==> src/rtl/run_detect_sched_pkg.sv <==
// Shared types and constants for the run detector scheduler.
// Detector codes A..I map to 0..8; codes 9..15 are unused.
package run_detect_sched_pkg;

    localparam int RUN_LEN = 4;

    typedef enum logic [3:0] {
        DET_A = 4'd0,
        DET_B = 4'd1,
        DET_C = 4'd2,
        DET_D = 4'd3,
        DET_E = 4'd4,
        DET_F = 4'd5,
        DET_G = 4'd6,
        DET_H = 4'd7,
        DET_I = 4'd8
    } det_state_t;

    typedef enum logic [1:0] {
        CTL_IDLE = 2'd0,
        CTL_RUN  = 2'd1,
        CTL_DONE = 2'd2
    } ctl_state_t;

    // E and I are the states reached after RUN_LEN equal bits
    function automatic logic det_is_match(logic [3:0] s);
        return (s == 4'(RUN_LEN)) || (s == 4'(2 * RUN_LEN));
    endfunction

endpackage

==> src/rtl/run_detect_sched_if.sv <==
// Pattern/length request and status bundle of the scheduler.
// master drives the request, slave is the scheduler.
interface run_detect_sched_if #(
    parameter int PAT_W = 16,
    parameter int LEN_W = 5,
    parameter int CNT_W = 5
);
    logic             Start;
    logic [PAT_W-1:0] Pattern;
    logic [LEN_W-1:0] Length;
    logic             Busy;
    logic             Done;
    logic             W_out;
    logic             Z;
    logic [3:0]       Det_state;
    logic [CNT_W-1:0] Match_count;

    modport master (
        output Start, Pattern, Length,
        input  Busy, Done, W_out, Z, Det_state, Match_count
    );

    modport slave (
        input  Start, Pattern, Length,
        output Busy, Done, W_out, Z, Det_state, Match_count
    );
endinterface

==> src/rtl/run_detect_sched_detector.sv <==
// Moore detector for four equal bits in a row.
// Clear wins over Step; state moves only on Step.
import run_detect_sched_pkg::*;

module run_detector (
    input  logic       Clock,
    input  logic       Reset,
    input  logic       Clear,
    input  logic       Step,
    input  logic       W,
    output logic [3:0] State,
    output logic [3:0] Next,
    output logic       Z
);
    logic [3:0] state_q;
    logic [3:0] nxt;

    // next-state table; unused codes fall back to A
    always_comb begin
        nxt = DET_A;
        case (state_q)
            DET_A: nxt = W ? DET_F : DET_B;
            DET_B: nxt = W ? DET_F : DET_C;
            DET_C: nxt = W ? DET_F : DET_D;
            DET_D: nxt = W ? DET_F : DET_E;
            DET_E: nxt = W ? DET_F : DET_E;
            DET_F: nxt = W ? DET_G : DET_B;
            DET_G: nxt = W ? DET_H : DET_B;
            DET_H: nxt = W ? DET_I : DET_B;
            DET_I: nxt = W ? DET_I : DET_B;
            default: nxt = DET_A;
        endcase
    end

    // state register with clear priority
    always_ff @(posedge Clock) begin
        if (Reset) begin
            state_q <= DET_A;
        end else if (Clear) begin
            state_q <= DET_A;
        end else if (Step) begin
            state_q <= nxt;
        end
    end

    assign State = state_q;
    assign Next  = nxt;
    assign Z     = det_is_match(state_q);

endmodule

==> src/rtl/run_detect_sched.sv <==
// Sequences a latched pattern through the run detector LSB first
// and counts detections for one Start/Done transaction.
import run_detect_sched_pkg::*;

module run_detect_sched #(
    parameter int PAT_W = 16,
    parameter int LEN_W = 5,
    parameter int CNT_W = 5
) (
    input logic Clock,
    input logic Reset,
    run_detect_sched_if.slave bus
);
    localparam int IDX_W = (PAT_W > 1) ? $clog2(PAT_W) : 1;

    ctl_state_t       st_q;
    logic             busy_q;
    logic             done_q;
    logic [PAT_W-1:0] pat_q;
    logic [LEN_W-1:0] len_q;
    logic [IDX_W-1:0] idx_q;
    logic [CNT_W-1:0] cnt_q;

    logic [LEN_W-1:0] len_clamp;
    logic             accept;
    logic             in_run;
    logic             last_bit;
    logic             w_bit;
    logic [3:0]       det_state;
    logic [3:0]       det_next;
    logic             det_z;

    assign len_clamp = (bus.Length > LEN_W'(PAT_W)) ?
                       LEN_W'(PAT_W) : bus.Length;
    assign accept    = (st_q == CTL_IDLE) && bus.Start;
    assign in_run    = (st_q == CTL_RUN);
    assign last_bit  = (LEN_W'(idx_q) == len_q - LEN_W'(1));
    assign w_bit     = in_run ? pat_q[idx_q] : 1'b0;

    run_detector u_det (
        .Clock (Clock),
        .Reset (Reset),
        .Clear (accept && (bus.Length != '0)),
        .Step  (in_run),
        .W     (w_bit),
        .State (det_state),
        .Next  (det_next),
        .Z     (det_z)
    );

    // controller FSM with registered status and match counter
    always_ff @(posedge Clock) begin
        if (Reset) begin
            st_q   <= CTL_IDLE;
            busy_q <= 1'b0;
            done_q <= 1'b0;
            pat_q  <= '0;
            len_q  <= '0;
            idx_q  <= '0;
            cnt_q  <= '0;
        end else begin
            unique case (st_q)
                CTL_IDLE: begin
                    done_q <= 1'b0;
                    if (bus.Start) begin
                        cnt_q <= '0;
                        if (bus.Length != '0) begin
                            pat_q  <= bus.Pattern;
                            len_q  <= len_clamp;
                            idx_q  <= '0;
                            busy_q <= 1'b1;
                            st_q   <= CTL_RUN;
                        end else begin
                            done_q <= 1'b1;
                            st_q   <= CTL_DONE;
                        end
                    end
                end
                CTL_RUN: begin
                    idx_q <= idx_q + 1'b1;
                    if (det_is_match(det_next) && (cnt_q != '1)) begin
                        cnt_q <= cnt_q + 1'b1;
                    end
                    if (last_bit) begin
                        busy_q <= 1'b0;
                        done_q <= 1'b1;
                        st_q   <= CTL_DONE;
                    end
                end
                CTL_DONE: begin
                    done_q <= 1'b0;
                    st_q   <= CTL_IDLE;
                end
                default: begin
                    busy_q <= 1'b0;
                    done_q <= 1'b0;
                    st_q   <= CTL_IDLE;
                end
            endcase
        end
    end

    assign bus.Busy        = busy_q;
    assign bus.Done        = done_q;
    assign bus.W_out       = w_bit;
    assign bus.Z           = det_z;
    assign bus.Det_state   = det_state;
    assign bus.Match_count = cnt_q;

endmodule
==> src/flat_wrapper.sv <==
// flat-port wrapper written by rule: the top's interface ports become plain ports
module run_detect_sched_flat 
#(
    parameter int PAT_W = 16,
    parameter int LEN_W = 5,
    parameter int CNT_W = 5
)
  (Clock, Reset, bus_Start, bus_Pattern, bus_Length, bus_Busy, bus_Done, bus_W_out, bus_Z, bus_Det_state, bus_Match_count);
  run_detect_sched_if #(.PAT_W(PAT_W), .LEN_W(LEN_W), .CNT_W(CNT_W)) bus_i ();
  input logic Clock;
  input logic Reset;
  input wire logic [$bits(bus_i.Start)-1:0] bus_Start;
  input wire logic [$bits(bus_i.Pattern)-1:0] bus_Pattern;
  input wire logic [$bits(bus_i.Length)-1:0] bus_Length;
  output wire logic [$bits(bus_i.Busy)-1:0] bus_Busy;
  output wire logic [$bits(bus_i.Done)-1:0] bus_Done;
  output wire logic [$bits(bus_i.W_out)-1:0] bus_W_out;
  output wire logic [$bits(bus_i.Z)-1:0] bus_Z;
  output wire logic [$bits(bus_i.Det_state)-1:0] bus_Det_state;
  output wire logic [$bits(bus_i.Match_count)-1:0] bus_Match_count;
  assign bus_i.Start = bus_Start;
  assign bus_i.Pattern = bus_Pattern;
  assign bus_i.Length = bus_Length;
  assign bus_Busy = bus_i.Busy;
  assign bus_Done = bus_i.Done;
  assign bus_W_out = bus_i.W_out;
  assign bus_Z = bus_i.Z;
  assign bus_Det_state = bus_i.Det_state;
  assign bus_Match_count = bus_i.Match_count;
  run_detect_sched #(.PAT_W(PAT_W), .LEN_W(LEN_W), .CNT_W(CNT_W)) u_core (.Clock(Clock), .Reset(Reset), .bus(bus_i));
endmodule
==> config.mk <==
export PLATFORM = sky130hd
export DESIGN_NAME = run_detect_sched_flat
export DESIGN_NICKNAME = d
export VERILOG_FILES = /design/src/rtl/run_detect_sched_pkg.sv /design/src/rtl/run_detect_sched_if.sv /design/src/rtl/run_detect_sched_detector.sv /design/src/rtl/run_detect_sched.sv /design/src/flat_wrapper.sv
export SDC_FILE = /design/constraint.sdc
export NUM_CORES = 1
export LEC_CHECK = 0
export CORE_UTILIZATION = 51
export DETAILED_ROUTE_END_ITERATION = 8
export HOLD_SLACK_MARGIN = 0.02
export PLACE_DENSITY = 0.79
export SYNTH_ARGS = -nofsm -noshare
export SYNTH_HDL_FRONTEND = slang
export SYNTH_HIERARCHICAL = 1
export SYNTH_SLANG_ARGS = --single-unit
==> constraint.sdc <==
create_clock -name Clock -period 3.5 [get_ports Clock]
set_input_delay 1.05 -clock Clock [delete_from_list [all_inputs] [get_ports Clock]]
set_output_delay 1.05 -clock Clock [all_outputs]
set_load 0.005 [all_outputs]
=== Word-level counts from Yosys, hierarchy flattened ===
Cells that the tools add are included.
Widths: inputs -> output; s select.

* Bits of input ports: 24
* Word-level logic and storage cells: 79
* Register bits after elaboration: 38
* Output and inout bits: 13

* Mux-type cells: 30
* Add/subtract/negate cells: 3
* Magnitude comparators: 2
* Equal/unequal tests: 18
* Bitwise gates (word level): 1
* Reductions and logical operators: 17

{| class="wikitable"
|+ Operator list
! kind !! count
|-
| $pmux 4 s7 || 1
|-
| $eq 4x3->1 const B || 5
|-
| $mux 3 || 5
|-
| $mux 5 || 3
|-
| $mux 4 || 3
|-
| $pmux 5 s2 || 1
|-
| $mux 1 || 9
|-
| $reduce_and 3->1 || 3
|-
| $eq 4x2->1 const B || 2
|-
| $eq 4x4->1 const B || 2
|-
| $ne 2x2->1 const B || 4
|-
| $pmux 4 s2 || 1
|-
| $mux 2 || 3
|-
| $reduce_or 2->1 || 3
|-
| $add 5x1->5 const B || 1
|-
| $eq 4x5->1 || 1
|-
| $gt 5x5->1 const B || 1
|-
| $lt 4x5->1 const B || 1
|-
| $ne 5x5->1 const B || 1
|-
| $reduce_bool 5->1 || 1
|-
| $sub 5x1->5 const B || 1
|-
| $add 4x1->4 const B || 1
|-
| $bmux 1 s4 || 1
|-
| $eq 4x1->1 const B || 1
|-
| other kinds (13) || 16
|}

=== Longest topological paths before layout ===
* Word-level depth: 10
* Depth in mapped cells: 12
* Gate-level depth less buffers: 10

=== By module ===
Netlist, hierarchy kept.

{| class="wikitable"
|+ Modules (own cells, without submodules)
! module !! sequential area each (µm²) !! cells each !! area each (µm²) !! times used
|-
| run_detect_sched || 680.7 || 181 || 1611.5 || 1
|-
| run_detector || 80.1 || 39 || 299.0 || 1
|}

=== Worst setup path after synthesis ===
OpenSTA, ideal clock, no wires.

* Path kind: register -> register
* Start: register u_core.idx_q[0]
* End: register u_core.cnt_q[3], in the netlist u_core/bus.Match_count[3]
* Clock period less this slack: 2.943 ns
* Cell stages (with the launch flop): 13
* Arrival time: 2.873 ns
* Data required time: 3.430 ns
* Path slack: 0.557 ns
* Library setup time: 0.070 ns
* Buffers on the path: 2
* Path through: dfxtp_1 > buf_6 > mux4_1 > mux4_2 > and2_1 > clkbuf_2 > nor2_1 > o31a_1 > nand2_1 > nor3_1 > nand3_1 > or3_1 > a21oi_1

* Cells in the longest elaborated chain, start to end: 10
* Elaborated cells between the ends (all ways): 17
* Those cells by class: eq/ne: 3; mux: 11; reduce/logical: 3

{| class="wikitable"
|+ Ends and longest elaborated chain
! what !! line !! text
|-
| start, declared || run_detect_sched.sv:21 || <nowiki>logic [IDX_W-1:0] idx_q;</nowiki>
|-
| start signal, assigned || run_detect_sched.sv:80 || <nowiki>idx_q <= idx_q + 1'b1;</nowiki>
|-
| $bmux 1 s4 * || run_detect_sched.sv:38 || <nowiki>assign w_bit = in_run ? pat_q[idx_q] : 1'b0;</nowiki>
|-
| $mux 1 (not written as such) * || run_detect_sched.sv:38 ||
|-
| $mux 1 * || run_detect_sched.sv:38 ||
|-
| named net bus_W_out || flat_wrapper.sv:17 || <nowiki>output wire logic [$bits(bus_i.W_out)-1:0] bus_W_out;</nowiki>
|-
| $mux 4, or another cell as far along || run_detect_sched_detector.sv:29, run_detect_sched_detector.sv:30 ||
|-
| $pmux 4 s7 * || run_detect_sched_detector.sv:21 || <nowiki>case (state_q)</nowiki>
|-
| named net u_core.det_next[0] || run_detect_sched.sv:30 || <nowiki>logic [3:0] det_next;</nowiki>
|-
| $eq 4x3->1 / $eq 4x4->1 (equally long branches) || run_detect_sched_pkg.sv:27 || <nowiki>return (s == 4'(RUN_LEN)) || (s == 4'(2 * RUN_LEN));</nowiki>
|-
| $logic_or 1x1->1 * || run_detect_sched_pkg.sv:27 ||
|-
| $logic_and 1x1->1 * || run_detect_sched.sv:81 || <nowiki>if (det_is_match(det_next) && (cnt_q != '1)) begin</nowiki>
|-
| $ne 2x2->1 (no source line) * || -- ||
|-
| $reduce_and 3->1 (no source line) * || -- ||
|-
| end signal, assigned || run_detect_sched.sv:82 || <nowiki>cnt_q <= cnt_q + 1'b1;</nowiki>
|-
| end, declared || run_detect_sched.sv:22 || <nowiki>logic [CNT_W-1:0] cnt_q;</nowiki>
|}

Mark *: on every way through the listed nets, which the timed path passes. The rest lies on a longest branch. The select of a mux whose other input is x is not followed.
A chain may end at the register's enable or synchronous reset.

=== Worst setup path after layout ===
* Start: register u_core.idx_q[0]
* End: output bus_W_out

* Cells in the longest elaborated chain, start to end: 3

{| class="wikitable"
|+ Ends and longest elaborated chain
! what !! line
|-
| $bmux 1 s4 || run_detect_sched.sv:38
|-
| $mux 1 (not written as such) || run_detect_sched.sv:38
|-
| $mux 1 || run_detect_sched.sv:38
|-
| end, declared || flat_wrapper.sv:17
|}

Every way passes these cells. The select of a mux whose other input is x is not followed.

==> results.py <==
metrics = {
    "synthesis": {
        "synthAdderAreaFrac_pct": 2.620,
        "async_flop_share_pct": 0,
        "synth_cells": 220,
        "yosys.area_share.xor_xnor_pct": 5.763,
        "synth_top_flop_cell": "dfxtp_1",
        "synth_compound_area_share_pct": 17.16,
        "synth_top_cells_by_area": "dfxtp_1 (40%), nand2_1 (8.8%), a21oi_1 (7.6%), mux4_1 (4.1%), ha_1 (2.6%)",
        "synth.area.mux_share_pct": 7.531,
        "synth_top_family_by_area": "simple AND/OR/NAND/NOR gates",
        "yosysTopAreaCellShare_pct": 39.82,
        "synth_area_um2": 1911,
        "synthDistinctLibCells": 49,
        "yosysTopAreaCell": "dfxtp_1",
        "ys_ff_latch": 38,
        "synth_fp_nets": 248,
        "synth-edff-count": 0,
        "synth_simple_gate_area_share_pct": 22.72,
        "syn_area_per_cell_um2": 8.684,
        "yosys_warnings": 6,
        "seq_area_frac_synth_pct": 39.82,
    },
    "critical_path": {
        "critPathBufInv": 1,
        "cp_data_arrival_time_ps": 2340,
        "critPathMaxFanout": 9,
        "end_kind": "primary output",
        "max_stage_delay_ps": 560,
        "worstSetupStartpointType": "register",
        "crit_chain": "mux4_1 > mux4_2 > and2_4 > clkdlybuf4s50_1",
        "crit_slowest_cell": "mux4_1",
        "path_delay_family": "multiplexers",
        "crit_required_ps": 2450,
        "path_class": "reg -> out",
    },
    "route": {
        "route.detailed.drc": 0,
        "post_drt_wl_per_cell_um": 12.46,
        "vias": 1664,
        "antenna_left": 0,
        "via_per_inst": 5.474,
        "top_layer_used": "met4",
        "wl_met3_um": 160,
        "drt_iter0_drc": 108,
        "firstDrtPassIters": 4,
        "totalWireLength_mm": 3.789,
        "met1Wirelength_mm": 1.785,
        "dr_wl_met2_mm": 1.770,
    },
    "floorplanning": {
        "dieArea_um2": 3995,
        "fp-row-count": 21,
        "ios": 37,
        "die_w_um": 63.21,
        "coreArea_um2": 3468,
        "start_util_pct": 55.09,
        "fp.dieH_um": 63.21,
    },
    "sta": {
        "setup_viol_count_final": 0,
        "rsz0062_at_grt": "false",
        "tightest_slew_ps": 556.0,
        "setup_tns_ps": 0,
        "finalHoldViolations": 0,
        "skew_ps": 4.936,
        "fmax_mhz": 295.3,
        "slew_viol_final": 0,
        "post-route-min-period_ps": 3386,
        "period_share_pct": 96.75,
        "slew_headroom_pct": 62.86,
    },
    "final_layout": {
        "layout_common_cells": "nand2_1 (45), dfxtp_1 (37), clkdlybuf4s50_1 (36)",
        "final_layout_size_suffix_gt1_share_pct": 8.915,
        "syn2layout_area_growth_pct": 25.93,
        "nNetsFinal": 285,
        "multiInputGateArea_um2": 1069,
        "regArea_um2": 764.5,
        "antenna_cells": 0,
        "fillers": 303,
        "layout_commonest_cell": "nand2_1",
    },
    "run": {
        "max_cap_viol_count": 0,
    },
    "power_and_ir_drop": {
        "total_leakage_power_uw": 0.0009016,
        "vdd_drop_max_uv": 278.6,
        "seqPwrFrac_pct": 49.5,
        "intPower_uw": 716.2,
        "p_per_area_nw_per_um2": 407.8,
        "switching_power_uw": 264.9,
        "switching_share_pct": 27.00,
        "finalPower_uw": 981.1,
        "p_clk_share_pct": 31.2,
        "comb_power_share_pct": 19.3,
    },
    "clock_tree": {
        "cts_tree": "yes",
        "cts_sinks": 38,
        "insertion_delay_ps": 290,
        "postCtsHoldBufs": 0,
        "path_clk_slew_ps": 70,
        "root_buffer": "clkbuf_8",
        "htreeDepth": 2,
        "cts_inserted_buffers": 5,
        "cts_max_path_buffers": 2,
    },
    "placement": {
        "place.gp.congestion": 0.8245,
        "dp_hpwl_mm": 2.715,
        "io_buffer_count": 36,
    },
    "hold_path": {
        "hp-class": "reg -> reg",
    },
    "grt": {
        "grt_usage_pct": 21.30,
        "grt_max_degree": 30,
        "grt_pass1_wl_mm": 6.699,
        "antenna_found_initial": 0,
        "grt_pass1_vias": 1549,
        "gr-total-overflow": 0,
    },
    "run_status": {
        "status": "completed",
    },
}
## kinds of logic after synthesis
logic type	after synthesis
muxes	7
buffers and inverters	18
AOI/OAI and AO/OA	53
adders and majority gates	4
DFF	38
and+or+nand+nor	89
xor gates and xnor gates	11
## path summary, 6_finish.rpt
path                                      start                        end  slack (ps)  cells after the start
worst max-delay path            u_core/idx_q[0]                  bus_W_out         110                      4
worst min-delay path            u_core/pat_q[3]            u_core/pat_q[3]         460                      2
worst max register to register  u_core/idx_q[0]  u_core/bus.Match_count[3]         560                      9
worst min register to register  u_core/pat_q[3]            u_core/pat_q[3]         460                      2
## what timing repair did
item                       CTS  global route
buffers inserted             0             0
cloned                       0             0
setup endpoints to repair    1             1
gates resized for setup      2             2
## power groups by stage
stage          combinational (uW)  sequential (uW)  clock [uW]
2_1_floorplan                 127              487           0
3_3_place_gp                  185              494           0
3_5_place_dp                  189              495           0
4_1_cts                       190              486         316
5_1_grt                       211              489         338
6_report                      189              486         306
## state kept, by name, summed over array words and instances, names as in the netlist
signal                  cells
u_core/bus.Busy             1
u_core/bus.Done             1
u_core/bus.Match_count      5
u_core/idx_q                4
u_core/len_q                5
u_core/pat_q               16
u_core/st_q                 2
u_core/u_det/State          4
## per-layer routing
| layer | vias to the layer above | track usage, % |
|---|---|---|
| met2 | 43 | 32.93 |
| met3 | 7 | 4.710 |
| met1 | 769 | 27.36 |
| met5 | - | 0 |
| met4 | 0 | 11.93 |
| li1 | 845 | - |
## per-stage QoR
step	instances	utilization, %	setup slack [ps]	hold slack, ps	area [um^2]
after detailed placement	296	66.56	232.3	449.9	2308
after global placement	296	66.56	293.4	446.3	2308
after global routing	304	69.37	17.58	474.8	2406
final	304	69.37	113.8	456.2	2406
after floorplan	220	-	557.2	431.5	1911
after CTS	304	69.26	10.87	459.5	2402
## worst register-to-register path, cell delays in order (launching register included)
cell and delay [ps]:
dfxtp_4 380, mux4_1 560, mux4_2 460, and2_4 200, mux2i_1 200, a21oi_1 110, xor2_1 260, nand3_1 190
or3_1 380, a21oi_1 130
## cells in the mapped netlist, drive strengths merged, types with 3 or more instances
cell    count
xor2        5
o21ai       5
a22oi       3
inv         7
buf         6
or2         3
mux4        5
clkbuf      5
or3         4
nor2        9
nor3        6
xnor2       5
nand2      45
nand3b      4
ha          4
and2        3
nand3       3
dfxtp      38
a21oi      29
## layout make-up
cell class / count / area share (%)
clock inverter: 1 / 0.2080
multi-input combinational: 164 / 44.41
tap: 46 / 2.392
inverter: 7 / 1.092
sequential: 38 / 31.77
timing repair buffer: 41 / 16.54
clock buffer: 7 / 3.588
Note: power is estimated with default switching activity, not from simulation.
